### config.mk
export PLATFORM = sky130hd
export DESIGN_NAME = prvp_spi_master_axi_slave_plug
export DESIGN_NICKNAME = d
export VERILOG_FILES = /design/src/rtl/prvp_c2c_pkg.sv /design/src/rtl/prvp_spi_master_axi_slave_plug.sv
export SDC_FILE = /design/constraint.sdc
export NUM_CORES = 1
export LEC_CHECK = 0
export CAP_MARGIN = 20
export CELL_PAD_IN_SITES_DETAIL_PLACEMENT = 1
export CELL_PAD_IN_SITES_GLOBAL_PLACEMENT = 2
export CORE_MARGIN = 2
export CORE_UTILIZATION = 26
export CTS_CLUSTER_DIAMETER = 40
export CTS_CLUSTER_SIZE = 25
export DETAILED_ROUTE_END_ITERATION = 8
export PLACE_DENSITY_LB_ADDON = 0.1
export SLEW_MARGIN = 40
export SYNTH_ARGS = -nofsm -noshare
export SYNTH_HDL_FRONTEND = slang
export SYNTH_SLANG_ARGS = --single-unit
### constraint.sdc
create_clock -name axi_aclk -period 4 [get_ports axi_aclk]
set_clock_uncertainty 0.15 [all_clocks]
set_input_delay 1.2 -clock axi_aclk [delete_from_list [all_inputs] [get_ports axi_aclk]]
set_output_delay 1.2 -clock axi_aclk [all_outputs]
set_load 0.05 [all_outputs]
### src/rtl/prvp_c2c_pkg.sv
// Shared constants and FSM state encoding for the C2C SPI link AXI plugs.
package prvp_c2c_pkg;

   localparam logic [7:0]  OPC_WRITE    = 8'h02;
   localparam logic [7:0]  OPC_READ     = 8'h0B;
   localparam logic [1:0]  RESP_OKAY    = 2'b00;
   localparam logic [1:0]  RESP_SLVERR  = 2'b10;
   localparam logic [31:0] TIMEOUT_DATA = 32'hDEAD_BEEF;

   typedef enum logic [3:0] {
      IDLE,
      WDATA,
      TXCMD,
      TXADDR,
      TXDATA,
      RXWAIT,
      BRESP,
      RRESP,
      WDRAIN,
      RERR
   } state_e;

endpackage

### src/rtl/prvp_spi_master_axi_slave_plug.sv
// AXI4 single-beat slave that turns each access into cmd/addr/data word frames
// for the SPI master serializer and returns the read word or write response.
module prvp_spi_master_axi_slave_plug
   import prvp_c2c_pkg::*;
#(
   parameter int AXI_ADDR_WIDTH = 32,
   parameter int AXI_DATA_WIDTH = 64,
   parameter int AXI_USER_WIDTH = 6,
   parameter int AXI_ID_WIDTH   = 3,
   parameter int TIMEOUT_CYCLES = 1024
) (
   input  logic                        axi_aclk,
   input  logic                        axi_aresetn,
   input  logic                        axi_slave_aw_valid,
   input  logic [AXI_ADDR_WIDTH-1:0]   axi_slave_aw_addr,
   input  logic [7:0]                  axi_slave_aw_len,
   input  logic [2:0]                  axi_slave_aw_size,
   input  logic [1:0]                  axi_slave_aw_burst,
   input  logic [AXI_ID_WIDTH-1:0]     axi_slave_aw_id,
   input  logic [AXI_USER_WIDTH-1:0]   axi_slave_aw_user,
   output logic                        axi_slave_aw_ready,
   input  logic                        axi_slave_w_valid,
   input  logic [AXI_DATA_WIDTH-1:0]   axi_slave_w_data,
   input  logic [AXI_DATA_WIDTH/8-1:0] axi_slave_w_strb,
   input  logic                        axi_slave_w_last,
   input  logic [AXI_USER_WIDTH-1:0]   axi_slave_w_user,
   output logic                        axi_slave_w_ready,
   output logic                        axi_slave_b_valid,
   output logic [1:0]                  axi_slave_b_resp,
   output logic [AXI_ID_WIDTH-1:0]     axi_slave_b_id,
   output logic [AXI_USER_WIDTH-1:0]   axi_slave_b_user,
   input  logic                        axi_slave_b_ready,
   input  logic                        axi_slave_ar_valid,
   input  logic [AXI_ADDR_WIDTH-1:0]   axi_slave_ar_addr,
   input  logic [7:0]                  axi_slave_ar_len,
   input  logic [2:0]                  axi_slave_ar_size,
   input  logic [1:0]                  axi_slave_ar_burst,
   input  logic [AXI_ID_WIDTH-1:0]     axi_slave_ar_id,
   input  logic [AXI_USER_WIDTH-1:0]   axi_slave_ar_user,
   output logic                        axi_slave_ar_ready,
   output logic                        axi_slave_r_valid,
   output logic [AXI_DATA_WIDTH-1:0]   axi_slave_r_data,
   output logic [1:0]                  axi_slave_r_resp,
   output logic                        axi_slave_r_last,
   output logic [AXI_ID_WIDTH-1:0]     axi_slave_r_id,
   output logic [AXI_USER_WIDTH-1:0]   axi_slave_r_user,
   input  logic                        axi_slave_r_ready,
   output logic [31:0]                 tx_data,
   output logic                        tx_valid,
   input  logic                        tx_ready,
   input  logic [31:0]                 rx_data,
   input  logic                        rx_valid,
   output logic                        rx_ready,
   output logic                        busy
);

   localparam int CNT_W = $clog2(TIMEOUT_CYCLES);
   localparam int REPL  = AXI_DATA_WIDTH / 32;
   localparam logic [CNT_W-1:0] TMO_LAST = CNT_W'(TIMEOUT_CYCLES - 1);

   state_e                      state_q, state_d;
   logic                        prio_q, prio_d;
   logic                        aw_ready_q, aw_ready_d;
   logic                        ar_ready_q, ar_ready_d;
   logic                        is_write_q, is_write_d;
   logic [31:0]                 addr_q, addr_d;
   logic [AXI_ID_WIDTH-1:0]     id_q, id_d;
   logic [7:0]                  len_q, len_d;
   logic [7:0]                  beat_q, beat_d;
   logic [CNT_W-1:0]            tmo_q, tmo_d;
   logic [31:0]                 word_q, word_d;
   logic [31:0]                 tx_data_q, tx_data_d;
   logic [1:0]                  b_resp_q, b_resp_d;
   logic [AXI_ID_WIDTH-1:0]     b_id_q, b_id_d;
   logic [AXI_DATA_WIDTH-1:0]   r_data_q, r_data_d;
   logic [1:0]                  r_resp_q, r_resp_d;
   logic                        r_last_q, r_last_d;
   logic [AXI_ID_WIDTH-1:0]     r_id_q, r_id_d;

   logic                        lane_sel;
   logic [AXI_DATA_WIDTH-1:0]   w_shift;
   logic [AXI_DATA_WIDTH/8-1:0] strb_shift;
   logic                        unused_inputs;

   // On a 64-bit bus the upper lane carries the word when addr[2] is set
   assign lane_sel   = (AXI_DATA_WIDTH == 64) ? addr_q[2] : 1'b0;
   assign w_shift    = axi_slave_w_data >> {lane_sel, 5'd0};
   assign strb_shift = axi_slave_w_strb >> {lane_sel, 2'd0};

   assign unused_inputs = ^{axi_slave_aw_burst, axi_slave_ar_burst, axi_slave_aw_user,
                            axi_slave_ar_user, axi_slave_w_user, axi_slave_w_last};

   always_comb begin
      state_d    = state_q;
      prio_d     = prio_q;
      aw_ready_d = 1'b0;
      ar_ready_d = 1'b0;
      is_write_d = is_write_q;
      addr_d     = addr_q;
      id_d       = id_q;
      len_d      = len_q;
      beat_d     = beat_q;
      tmo_d      = tmo_q;
      word_d     = word_q;
      tx_data_d  = tx_data_q;
      b_resp_d   = b_resp_q;
      b_id_d     = b_id_q;
      r_data_d   = r_data_q;
      r_resp_d   = r_resp_q;
      r_last_d   = r_last_q;
      r_id_d     = r_id_q;

      case (state_q)
         IDLE: begin
            if (aw_ready_q && axi_slave_aw_valid) begin
               addr_d     = axi_slave_aw_addr[31:0];
               id_d       = axi_slave_aw_id;
               len_d      = axi_slave_aw_len;
               beat_d     = 8'd0;
               is_write_d = 1'b1;
               state_d    = ((axi_slave_aw_len != 8'd0) || (axi_slave_aw_size > 3'd2)) ? WDRAIN : WDATA;
            end else if (ar_ready_q && axi_slave_ar_valid) begin
               addr_d     = axi_slave_ar_addr[31:0];
               id_d       = axi_slave_ar_id;
               len_d      = axi_slave_ar_len;
               beat_d     = 8'd0;
               is_write_d = 1'b0;
               if ((axi_slave_ar_len != 8'd0) || (axi_slave_ar_size > 3'd2)) begin
                  r_data_d = '0;
                  r_resp_d = RESP_SLVERR;
                  r_last_d = (axi_slave_ar_len == 8'd0);
                  r_id_d   = axi_slave_ar_id;
                  state_d  = RERR;
               end else begin
                  tx_data_d = {OPC_READ, 20'h0, 4'hF};
                  state_d   = TXCMD;
               end
            end else if (!aw_ready_q && !ar_ready_q) begin
               // Simultaneous requests alternate; prio_q low means write goes first
               if (axi_slave_aw_valid && axi_slave_ar_valid) begin
                  aw_ready_d = !prio_q;
                  ar_ready_d = prio_q;
                  prio_d     = !prio_q;
               end else begin
                  aw_ready_d = axi_slave_aw_valid;
                  ar_ready_d = axi_slave_ar_valid;
               end
            end
         end
         WDATA: begin
            if (axi_slave_w_valid) begin
               word_d    = w_shift[31:0];
               tx_data_d = {OPC_WRITE, 20'h0, strb_shift[3:0]};
               state_d   = TXCMD;
            end
         end
         TXCMD: begin
            if (tx_ready) begin
               tx_data_d = addr_q;
               state_d   = TXADDR;
            end
         end
         TXADDR: begin
            if (tx_ready) begin
               if (is_write_q) begin
                  tx_data_d = word_q;
                  state_d   = TXDATA;
               end else begin
                  tmo_d   = '0;
                  state_d = RXWAIT;
               end
            end
         end
         TXDATA: begin
            if (tx_ready) begin
               b_resp_d = RESP_OKAY;
               b_id_d   = id_q;
               state_d  = BRESP;
            end
         end
         RXWAIT: begin
            r_last_d = 1'b1;
            r_id_d   = id_q;
            if (rx_valid) begin
               r_data_d = {REPL{rx_data}};
               r_resp_d = RESP_OKAY;
               state_d  = RRESP;
            end else if (tmo_q == TMO_LAST) begin
               r_data_d = {REPL{TIMEOUT_DATA}};
               r_resp_d = RESP_SLVERR;
               state_d  = RRESP;
            end else begin
               tmo_d = tmo_q + CNT_W'(1);
            end
         end
         BRESP: begin
            if (axi_slave_b_ready) state_d = IDLE;
         end
         RRESP: begin
            if (axi_slave_r_ready) state_d = IDLE;
         end
         WDRAIN: begin
            if (axi_slave_w_valid) begin
               if (beat_q == len_q) begin
                  b_resp_d = RESP_SLVERR;
                  b_id_d   = id_q;
                  state_d  = BRESP;
               end else begin
                  beat_d = beat_q + 8'd1;
               end
            end
         end
         RERR: begin
            if (axi_slave_r_ready) begin
               if (beat_q == len_q) begin
                  state_d = IDLE;
               end else begin
                  beat_d   = beat_q + 8'd1;
                  r_last_d = ((beat_q + 8'd1) == len_q);
               end
            end
         end
         default: state_d = IDLE;
      endcase
   end

   always_ff @(posedge axi_aclk) begin
      if (!axi_aresetn) begin
         state_q    <= IDLE;
         prio_q     <= 1'b0;
         aw_ready_q <= 1'b0;
         ar_ready_q <= 1'b0;
         is_write_q <= 1'b0;
         addr_q     <= '0;
         id_q       <= '0;
         len_q      <= '0;
         beat_q     <= '0;
         tmo_q      <= '0;
         word_q     <= '0;
         tx_data_q  <= '0;
         b_resp_q   <= '0;
         b_id_q     <= '0;
         r_data_q   <= '0;
         r_resp_q   <= '0;
         r_last_q   <= 1'b0;
         r_id_q     <= '0;
      end else begin
         state_q    <= state_d;
         prio_q     <= prio_d;
         aw_ready_q <= aw_ready_d;
         ar_ready_q <= ar_ready_d;
         is_write_q <= is_write_d;
         addr_q     <= addr_d;
         id_q       <= id_d;
         len_q      <= len_d;
         beat_q     <= beat_d;
         tmo_q      <= tmo_d;
         word_q     <= word_d;
         tx_data_q  <= tx_data_d;
         b_resp_q   <= b_resp_d;
         b_id_q     <= b_id_d;
         r_data_q   <= r_data_d;
         r_resp_q   <= r_resp_d;
         r_last_q   <= r_last_d;
         r_id_q     <= r_id_d;
      end
   end

   assign axi_slave_aw_ready = aw_ready_q;
   assign axi_slave_ar_ready = ar_ready_q;
   assign axi_slave_w_ready  = (state_q == WDATA) || (state_q == WDRAIN);
   assign axi_slave_b_valid  = (state_q == BRESP);
   assign axi_slave_b_resp   = b_resp_q;
   assign axi_slave_b_id     = b_id_q;
   assign axi_slave_b_user   = '0;
   assign axi_slave_r_valid  = (state_q == RRESP) || (state_q == RERR);
   assign axi_slave_r_data   = r_data_q;
   assign axi_slave_r_resp   = r_resp_q;
   assign axi_slave_r_last   = r_last_q;
   assign axi_slave_r_id     = r_id_q;
   assign axi_slave_r_user   = '0;
   assign tx_valid           = (state_q == TXCMD) || (state_q == TXADDR) || (state_q == TXDATA);
   assign tx_data            = tx_data_q;
   assign rx_ready           = (state_q == RXWAIT);
   assign busy               = (state_q != IDLE);

endmodule

==> impl_metrics.prom <==
# TYPE chip_impl_metric gauge
chip_impl_info{name="outcome",value="complete, no violations"} 1
chip_impl_metric{name="sw_frac_of_total",unit=""} 0.418
chip_impl_metric{name="timing.final.setup_violations",unit=""} 0
chip_impl_metric{name="areaGrowthSynthToFinish",unit="%"} 43.8
chip_impl_metric{name="cts_hold_repair.buffers",unit=""} 0
chip_impl_metric{name="insertion_delay",unit="ns"} 0.43
chip_impl_metric{name="synth.ff_latch_count",unit=""} 174
chip_impl_metric{name="grt_start_max_net_pins",unit=""} 59
chip_impl_metric{name="synth_top_area_share",unit=""} 0.391
chip_impl_metric{name="clock_path_buffers",unit=""} 2
chip_impl_metric{name="power.static_leakage",unit="nW"} 4.31
chip_impl_metric{name="finalWeightedCongestion",unit=""} 0.738
chip_impl_metric{name="synthCells",unit=""} 1039
chip_impl_metric{name="synth_enable_flop_cells",unit=""} 0
chip_impl_metric{name="post-dp-hpwl",unit="mm"} 23.1
chip_impl_info{name="setup.worst_path.start_class",value="flop"} 1
chip_impl_metric{name="cts_made_buffers",unit=""} 17
chip_impl_metric{name="critical_path_peak_fanout",unit=""} 10
chip_impl_metric{name="die_height",unit="um"} 189
chip_impl_metric{name="drt-vias-per-instance",unit=""} 4.79
chip_impl_info{name="crit_path_end_kind",value="primary output"} 1
chip_impl_metric{name="drc_errors",unit=""} 0
chip_impl_metric{name="initial_utilization",unit=""} 0.265
chip_impl_metric{name="globalRouteOverflowTotal",unit=""} 0
chip_impl_info{name="synth_area_leaders",value="dfxtp_1 (39%), nand2_1 (6.5%), mux2i_1 (5.8%), a311oi_1 (4.6%), buf_4 (4.5%)"} 1
chip_impl_metric{name="gr-usage-met2",unit=""} 0.298
chip_impl_metric{name="hold_viol",unit=""} 0
chip_impl_info{name="timing_worst_setup_path_type",value="reg2out"} 1
chip_impl_info{name="clock_tree.root_cell",value="clkbuf_16"} 1
chip_impl_metric{name="drt_iter0_markers",unit=""} 306
chip_impl_info{name="r2r-start",value="state_q[3]"} 1
chip_impl_metric{name="input_output_buffers",unit=""} 317
chip_impl_metric{name="die_x",unit="um"} 189
chip_impl_info{name="worst_hold_startpoint",value="axi_slave_r_data[37]"} 1
chip_impl_metric{name="drive_gt1_frac",unit=""} 0.0886
chip_impl_metric{name="nFillCells",unit=""} 3838
chip_impl_metric{name="core.rowCount",unit=""} 67
chip_impl_metric{name="netlist-cell-type-count",unit=""} 70
chip_impl_metric{name="cp.required",unit="ns"} 2.65
chip_impl_metric{name="grt_util_all_layers",unit=""} 0.179
chip_impl_metric{name="pwr_density_cell",unit="mW/mm2"} 514
chip_impl_metric{name="fin_area",unit="mm2"} 0.0128
chip_impl_metric{name="worst_tran_pin_value",unit="ns"} 0.754
chip_impl_metric{name="max_freq",unit="MHz"} 305
chip_impl_info{name="synth-main-ff-cell",value="dfxtp_1"} 1
chip_impl_metric{name="power_frac_clock",unit=""} 0.250
chip_impl_metric{name="cell_internal_pwr",unit="mW"} 3.83
chip_impl_metric{name="grt_pass1_wl",unit="mm"} 50.3
chip_impl_metric{name="syn_avg_cell_area",unit="um2"} 8.56
chip_impl_metric{name="setup_total_negative_slack",unit="ns"} 0
chip_impl_info{name="unrepaired_setup_endpoints_after_global_routing",value="false"} 1
chip_impl_metric{name="fin_hold_ws",unit="ns"} 0.312
chip_impl_info{name="yosysTopAreaCell",value="dfxtp_1"} 1
chip_impl_info{name="min-delay-path-class",value="reg2reg"} 1
chip_impl_metric{name="ioPinCount",unit=""} 355
chip_impl_metric{name="final_count_of_pins_violating_max_slew",unit=""} 0
chip_impl_metric{name="layout_setup_ws",unit="ns"} 0.719
chip_impl_metric{name="cts.reportedPaths.clkPinSlew",unit="ns"} 0.08
chip_impl_metric{name="dpl_cell_area",unit="mm2"} 0.0122
chip_impl_metric{name="yosysSeqAreaShare",unit=""} 0.391
chip_impl_metric{name="timing.max_slew.rel_slack",unit=""} 0.493
chip_impl_metric{name="wirelength",unit="mm"} 32.2
chip_impl_metric{name="ctsHtreeMaxLevel",unit=""} 4
chip_impl_metric{name="post_cts.resized_instances",unit=""} 0
chip_impl_metric{name="dp_worst_setup_slack",unit="ns"} 0.241
chip_impl_metric{name="share_comb_of_total_power",unit=""} 0.428
chip_impl_info{name="clock_tree_from_tritoncts",value="built"} 1
chip_impl_metric{name="drt_first_pass_iters",unit=""} 4
chip_impl_metric{name="die_area",unit="mm2"} 0.0357
chip_impl_info{name="grt_busiest_layer",value="met2"} 1
chip_impl_metric{name="antenna_found_initial",unit=""} 2
chip_impl_metric{name="synth.cell_area",unit="mm2"} 0.00890
chip_impl_metric{name="routed-via-count",unit=""} 8369
chip_impl_metric{name="p_seq_frac",unit=""} 0.322
chip_impl_metric{name="period_minus_slack",unit="ns"} 3.28
chip_impl_metric{name="cts_num_sinks",unit=""} 174
chip_impl_metric{name="core_area",unit="mm2"} 0.0336
chip_impl_metric{name="number_of_max_cap_violations",unit=""} 0
chip_impl_metric{name="postRouteAntennaNets",unit=""} 0
chip_impl_metric{name="grt_pass1_vias",unit=""} 8600
chip_impl_metric{name="post-route-util",unit=""} 0.381
chip_impl_metric{name="async_flop_share",unit=""} 0
chip_impl_metric{name="grtUsageMet1",unit=""} 0.228
chip_impl_metric{name="max-vdd-ir-drop",unit="uV"} 322
chip_impl_metric{name="detail_route.wl_per_cell",unit="um"} 18.4
chip_impl_metric{name="grt_util_met3",unit=""} 0.0517
chip_impl_info{name="worstSetupStartpoint",value="state_q[1]"} 1
chip_impl_metric{name="cp_data_arrival_time",unit="ns"} 1.93
chip_impl_metric{name="power.net_switching",unit="mW"} 2.75
chip_impl_metric{name="post_cts.repair.setup_buffers",unit=""} 0
chip_impl_metric{name="finalCritPeriodShare",unit=""} 0.820
chip_impl_metric{name="nets",unit=""} 1515
chip_impl_metric{name="ys_warn_count",unit=""} 0
==> registers in the layout, summed over array words and instances, names as in the netlist, 3 cells and up <==
register          flops
tmo_q                10
id_q                  3
axi_slave_r_data     32
axi_slave_r_id        3
beat_q                8
state_q               4
len_q                 8
addr_q               32
tx_data              32
axi_slave_b_id        3
word_q               32
==> placed cells by master, fill, tap and decap left out, types with 4 or more instances in the layout <==
cell type	n
clkdlybuf4s50_1	310
dfxtp_1	173
nand2_1	153
nor2_1	103
mux2i_1	52
a311oi_1	47
a21oi_1	41
a211oi_1	38
nand4_1	30
buf_4	29
inv_1	27
o21ai_1	27
a22oi_1	27
xnor2_1	22
o2bb2ai_2	18
clkbuf_16	17
conb_1	14
o21ai_0	11
nand3_1	11
or3_1	9
a32o_1	8
nor2b_1	7
o2bb2ai_1	7
nor3_1	6
a311oi_2	6
nor4_1	6
inv_6	5
buf_12	5
and2_1	4
nand2b_1	4
and3_1	4
==> worst max-delay path, stage by stage, from the launching register on <==
cell and delay, ns:
dfxtp_1 0.57, nor4bb_1 0.70, buf_12 0.22
==> area by class of cell <==
class                           instances  area [um2]  area share
Antenna cell                            2        5.00    0.000391
Clock buffer                           18         429      0.0335
Clock inverter                         14         133      0.0104
Inverter                               29         111     0.00870
Multi-Input combinational cell        718        4650       0.363
Sequential cell                       174        3480       0.272
Tap cell                              448         561      0.0438
Timing Repair Buffer                  345        3430       0.268
==> kinds of logic after synthesis <==
kind of cell / Yosys count / synth area share
XOR/XNOR: 25 / 0.0246
AO/OA/AOI/OAI: 260 / 0.235
AND/OR/NAND/NOR: 365 / 0.193
other: 1 / 0.000421
multiplexers: 52 / 0.0585
flip-flops: 174 / 0.391
adder cells (fa/ha/maj): 2 / 0.00281
buffers and inverters: 160 / 0.0943
==> synthesized netlist by cell type (2+ instances only) <==
library cell	count
o2bb2ai_1	7
o21ai_0	11
mux2i_1	52
o21a_1	2
nand3_1	11
nor4_2	2
clkbuf_1	44
inv_1	28
nand2_1	154
a21o_1	3
nor4_1	6
buf_4	53
and2_1	5
a21oi_1	41
or3_1	9
a311oi_2	6
a31oi_1	2
nor4_4	2
nor2_1	104
a211oi_2	2
nor4bb_1	2
ha_1	2
a211oi_1	38
o211a_1	2
and4_1	2
buf_1	7
nand2b_1	4
buf_2	26
o21ai_1	28
dfxtp_1	174
xor2_1	3
nand3_2	2
nor3b_1	3
a32o_1	8
a22o_1	3
nor3_1	6
nand4_1	30
o2bb2ai_2	18
a311oi_1	47
xnor2_1	22
a22oi_1	27
o211ai_1	3
nor2b_1	7
and3_1	5
==> per-layer routing <==
layer	share of wire	wire length, um
met3	0.069	2200
met2	0.47	15000
met1	0.45	14500
met4	0.012	392
met5	0	0
==> power groups by stage <==
stage	Sequential [mW]	Combinational (mW)	Clock, mW
6_report	2.12	2.82	1.65
5_1_grt	2.15	3.08	1.77
4_1_cts	2.12	2.86	1.70
3_5_place_dp	2.15	2.86	0
3_3_place_gp	2.15	2.84	0
2_1_floorplan	2.32	1.72	0
==> worst paths after layout <==
kind,to,slack (ns),depth (start not counted)
worst max-delay path,axi_slave_b_valid,0.72,2
worst min-delay path,axi_slave_r_data[37],0.31,2
worst max register to register,axi_slave_r_data[59],1.44,8
worst min register to register,axi_slave_r_data[37],0.31,2
==> metrics by stage <==
stage | cells | total power, mW
3_5_place_dp | 1714 | 5.01
3_3_place_gp | 1714 | 4.99
6_report | 1748 | 6.58
5_1_grt | 1748 | 6.99
4_1_cts | 1746 | 6.69
2_1_floorplan | 1052 | 4.04
(Power assumes the default switching activity.)
